## config.mk

```make
export PLATFORM = sky130hd
export DESIGN_NAME = controle_exibicao_sequencia
export DESIGN_NICKNAME = d
export VERILOG_FILES = /design/src/rtl/controle_exibicao_sequencia.sv
export SDC_FILE = /design/constraint.sdc
export NUM_CORES = 1
export LEC_CHECK = 0
export BUFFER_PORTS_ARGS = -buffer_cell sky130_fd_sc_hd__buf_2
export CAP_MARGIN = 20
export CORE_AREA = 4 4 72 47
export DETAILED_ROUTE_END_ITERATION = 6
export DIE_AREA = 0 0 76 51
export PLACE_DENSITY = 0.78
export SYNTH_ARGS = -nofsm -noshare
export SYNTH_HDL_FRONTEND = slang
export SYNTH_SLANG_ARGS = --single-unit
```

## constraint.sdc

```tcl
create_clock -name clock -period 1.65 [get_ports clock]
set_input_delay 0.2475 -clock clock [delete_from_list [all_inputs] [get_ports clock]]
set_output_delay 0.2475 -clock clock [all_outputs]
set_load 0.05 [all_outputs]
```

## src/rtl/controle_exibicao_sequencia.sv

```systemverilog
// Plays back the stored color sequence: for each address 0..limite it reads memory,
// shows the word on the LEDs for T_ON cycles, then blanks them for T_OFF cycles.
module controle_exibicao_sequencia #(
    parameter int ADDR_W = 4,
    parameter int DATA_W = 4,
    parameter int T_ON   = 500,
    parameter int T_OFF  = 250
) (
    input  logic              clock,
    input  logic              reset,
    input  logic              iniciar,
    input  logic              abortar,
    input  logic [ADDR_W-1:0] limite,
    input  logic [DATA_W-1:0] dado_memoria,
    output logic [ADDR_W-1:0] endereco,
    output logic [DATA_W-1:0] leds,
    output logic              ocupado,
    output logic              fim_sequencia,
    output logic [3:0]        db_estado
);

    localparam int T_MAX = (T_ON > T_OFF) ? T_ON : T_OFF;
    localparam int TW    = $clog2(T_MAX + 1);

    localparam logic [TW-1:0] ON_ULTIMO  = TW'(T_ON - 1);
    localparam logic [TW-1:0] OFF_ULTIMO = TW'(T_OFF - 1);

    typedef enum logic [2:0] {
        IDLE    = 3'd0,
        LE      = 3'd1,
        ACESO   = 3'd2,
        APAGADO = 3'd3,
        FIM     = 3'd4
    } estado_t;

    estado_t           estado;
    estado_t           estado_prox;
    logic [ADDR_W-1:0] limite_reg;
    logic [TW-1:0]     timer;
    logic              fim_on;
    logic              fim_off;
    logic              ultimo_elem;

    assign fim_on      = (timer == ON_ULTIMO);
    assign fim_off     = (timer == OFF_ULTIMO);
    assign ultimo_elem = (endereco == limite_reg);

    // Handshake with the control unit: iniciar is a request honoured only in IDLE;
    // ocupado stays high until the single-cycle fim_sequencia pulse (or an abort).
    always_ff @(posedge clock) begin
        if (reset) begin
            estado <= IDLE;
        end else begin
            estado <= estado_prox;
        end
    end

    always_comb begin
        estado_prox = estado;
        unique case (estado)
            IDLE:    if (iniciar) estado_prox = LE;
            LE:      estado_prox = ACESO;
            ACESO:   if (fim_on) estado_prox = ultimo_elem ? FIM : APAGADO;
            APAGADO: if (fim_off) estado_prox = LE;
            FIM:     estado_prox = IDLE;
            default: estado_prox = IDLE;
        endcase
        if (abortar) begin
            estado_prox = IDLE;
        end
    end

    // Address, LED and timer registers; abort wins over every other update.
    always_ff @(posedge clock) begin
        if (reset) begin
            endereco   <= '0;
            leds       <= '0;
            limite_reg <= '0;
            timer      <= '0;
        end else if (abortar) begin
            endereco <= '0;
            leds     <= '0;
            timer    <= '0;
        end else begin
            unique case (estado)
                IDLE: begin
                    endereco <= '0;
                    leds     <= '0;
                    timer    <= '0;
                    if (iniciar) begin
                        limite_reg <= limite;
                    end
                end
                LE: begin
                    leds  <= dado_memoria;
                    timer <= '0;
                end
                ACESO: begin
                    if (fim_on) begin
                        leds  <= '0;
                        timer <= '0;
                    end else begin
                        timer <= timer + 1'b1;
                    end
                end
                APAGADO: begin
                    // Compare-before-increment keeps the last address from wrapping.
                    if (fim_off) begin
                        endereco <= endereco + 1'b1;
                        timer    <= '0;
                    end else begin
                        timer <= timer + 1'b1;
                    end
                end
                FIM: begin
                    endereco <= '0;
                    leds     <= '0;
                end
                default: begin
                    endereco <= '0;
                    leds     <= '0;
                    timer    <= '0;
                end
            endcase
        end
    end

    assign ocupado       = (estado != IDLE);
    assign fim_sequencia = (estado == FIM);
    assign db_estado     = {1'b0, estado};

endmodule
```

==> results_dict.tcl <==
set metrics [dict create \
    outcome "finished with violations" \
    failed_checks "setup timing" \
    drt-wirelength-per-cell_um 16.9 \
    largest_register_ffs 9 \
    hold_depth 3 \
    maxCapViolations 0 \
    ys_seq_elements 24 \
    grt_pass1_wl_um 5430 \
    required_ns 1.82 \
    design_area_um2 1630 \
    crit_path_end_kind "flip-flop" \
    antenna-diode-count 0 \
    reg2reg_to "timer[8]$_SDFFE_PP0N_" \
    synthCells 146 \
    drc 0 \
    layout-drive-gt1-share_pct 36.4 \
    period_share_pct 102 \
    area_delta_synth_final_pct 28.2 \
    worstPathArrival_ns 1.85 \
    viasPerCell 6.05 \
    antenna_found_initial 0 \
    p_total_mw 1.16 \
    synth_simple_gate_area_share_pct 27.5 \
    hp-class "input pin to flip-flop" \
    synth_ff_type "dfxtp_1" \
    finalHoldViolations 0 \
    power.density_nw_per_um2 713 \
    hold-path-endpoint "leds[2]$_SDFFE_PP0P_" \
    cp_slowest_stage_delay_ns 0.40 \
    fin_crit_ns 1.68 \
    clkSinkCount 24 \
    multi_input_area_um2 793 \
    critPathSlowestCell "dfxtp_4" \
    grt_pass1_vias 1157 \
    rr_startpoint "timer[1]$_SDFFE_PP0N_" \
    clk_latency_ns 0.27 \
    postPlaceCellArea_um2 1470 \
    synth_fa_ha_area_share_pct 2.95 \
    cpLargestDelayFamily "compound AO/OA/AOI/OAI gates" \
    cp_common_cell "buf_6" \
    synthArstFlopShare_pct 0 \
    peakVddDrop_uv 328 \
    cts_buffer_depth 2 \
    synthMuxAreaShare_pct 5.89 \
    num_rows 15 \
    p_leak_nw 0.677 \
    placement.io_buffers 24 \
    syn-num-nets 161 \
    mostFrequentLayoutCells "buf_2 (23), dfxtp_1 (18), nor2_1 (16), nand2_1 (10), buf_4 (9)" \
    gp_congestion 0.796 \
    synthesis.area_um2 1270 \
    coreArea_um2 2760 \
    layout_commonest_cell "buf_2" \
    start_util_pct 46.2 \
    ys_seq_area_share_pct 37.7 \
    ioPinCount 26 \
    worstSetupPathType "flip-flop to flip-flop" \
    final_util_pct 59.2 \
    yosys.area_share.xor_xnor_pct 4.13 \
    synth_top_family_by_area "simple AND/OR/NAND/NOR gates" \
    synth_cell_types 53 \
    setup_ws_ns -0.0307 \
    track_usage_pct 17.3 \
    die_x_um 76 \
    yosysWarnings 0 \
    crit_chain "ha_4 > nand4bb_1 > a211oi_2 > buf_6 > buf_6 > a311oi_1 > o22a_1" \
    totalWireLength_um 3540 \
    final.setup.tns_ns -0.0871 \
    path_buf_inv 2 \
    grt_max_degree 15 \
    start_kind "flip-flop" \
    top_register "timer" \
    rr_worst_depth 7 \
    register_area_um2 500 \
    worstPathMaxFanout 7 \
    setup_viol 3 \
    dieArea_um2 3880 \
    worstMarginPinSlew_ns 0.531 \
    root_buffer "clkbuf_8" \
    clk_pin_slew_ns 0.09 \
    h-tree-depth 1 \
    synth_edf_count 0 \
    first_iter_violations 122 \
    die-height_um 51 \
    dr.pass1.iters 4 \
    fillerInstances 226 \
    cts_tree "yes" \
    min_from "dado_memoria[2]" \
    overflow 0 \
    dr_total_vias 1270 \
    layout.nets 192 \
    r2r_slack_ns -0.03 \
    clock.fmax_mhz 595 \
    cts_buffers 3 \
    rsz0062_at_grt "true" \
    drv_slew 0 \
    hpwl_um 2390 \
    avgSynthCellArea_um2 8.72 \
    slew_headroom_pct 64.3 \
    place_ws_ns -0.00156 \
    antenna_left 0 \
    synth_compound_area_share_pct 16.0 \
    fin_skew_ns 0.00137 \
]
-- area by class of cell --
class | count | share of cell area (%)
Clock buffer | 4 | 4.06
Inverter | 4 | 1.07
Multi-Input combinational cell | 109 | 48.6
Sequential cell | 24 | 30.7
Tap cell | 34 | 2.61
Timing Repair Buffer | 35 | 13.0
-- worst register-to-register path: stages, from the launching register on --
cell and delay, ns:
dfxtp_4 0.40, ha_4 0.16, nand4bb_1 0.16, a211oi_2 0.32, buf_6 0.18, buf_6 0.13, a311oi_1 0.05, o22a_1 0.18
-- worst max-delay path by stage --
stage / start / to / cells past startpoint
2_1_floorplan: estado[1]$_SDFFE_PP0P_ / timer[2]$_SDFFE_PP0N_ / 5
3_3_place_gp: timer[1]$_SDFFE_PP0N_ / endereco[0]$_SDFFE_PP0P_ / 6
3_5_place_dp: timer[1]$_SDFFE_PP0N_ / endereco[3]$_SDFFE_PP0P_ / 6
4_1_cts: timer[0]$_SDFFE_PP0N_ / timer[4]$_SDFFE_PP0N_ / 6
5_1_grt: timer[1]$_SDFFE_PP0N_ / timer[8]$_SDFFE_PP0N_ / 7
6_report: timer[1]$_SDFFE_PP0N_ / timer[8]$_SDFFE_PP0N_ / 7
-- cell usage after synthesis, types with 2 or more instances --
cell,count,area [um2]
dfxtp_1,24,480
nor2_1,18,67.6
nand2_1,11,41.3
mux2i_1,6,60.1
nand3_1,6,30.0
or3_1,5,31.3
xnor2_1,5,43.8
a21oi_1,4,20.0
a22oi_1,4,30.0
inv_1,4,15.0
nor3_1,4,20.0
buf_4,3,22.5
ha_1,3,37.5
nor2b_1,3,18.8
o31ai_1,3,22.5
a21o_1,2,15.0
buf_2,2,10.0
clkbuf_1,2,7.51
nor3b_1,2,15.0
nor4_1,2,12.5
-- stage by stage --
stage / instances / hold slack [ns]
floorplan: 146 / 0.320
global placement: 202 / 0.477
detailed placement: 202 / 0.483
CTS: 206 / 0.205
global route: 210 / 0.214
finish: 210 / 0.205
-- power by group --
group | internal [mW] | switching (mW) | leakage (nW)
registers | 0.581 | 0.0130 | 0.198
clock network | 0.264 | 0.199 | 0.0339
logic | 0.0374 | 0.0693 | 0.445
total | 0.883 | 0.282 | 0.677
-- logic make-up after synthesis --
| family | after synthesis |
|---|---|
| muxes | 7 |
| buffers and inverters | 13 |
| other | 1 |
| and+or+nand+nor | 65 |
| AOI/OAI and AO/OA | 27 |
| adders and majority gates | 3 |
| DFF | 24 |
| xor gates and xnor gates | 6 |
-- per-layer routing --
| metal | GRT usage (%) | wire length (um) | up-vias |
|---|---|---|---|
| met5 | 0 | 0 | - |
| li1 | - | - | 586 |
| met2 | 28.6 | 1610 | 72 |
| met3 | 4.23 | 277 | 16 |
| met1 | 22.1 | 1540 | 596 |
| met4 | 6.21 | 115 | 0 |
-- what timing repair did --
| item | 4_1_cts | 5_1_grt |
|---|---|---|
| pin swaps | 1 | 4 |
| gates resized for setup | 3 | 17 |
| buffers inserted | 0 | 4 |
| hold buffers | 0 | 0 |
| endpoints found under the setup margin | 5 | 10 |
Power figures use the tool's default switching activity.
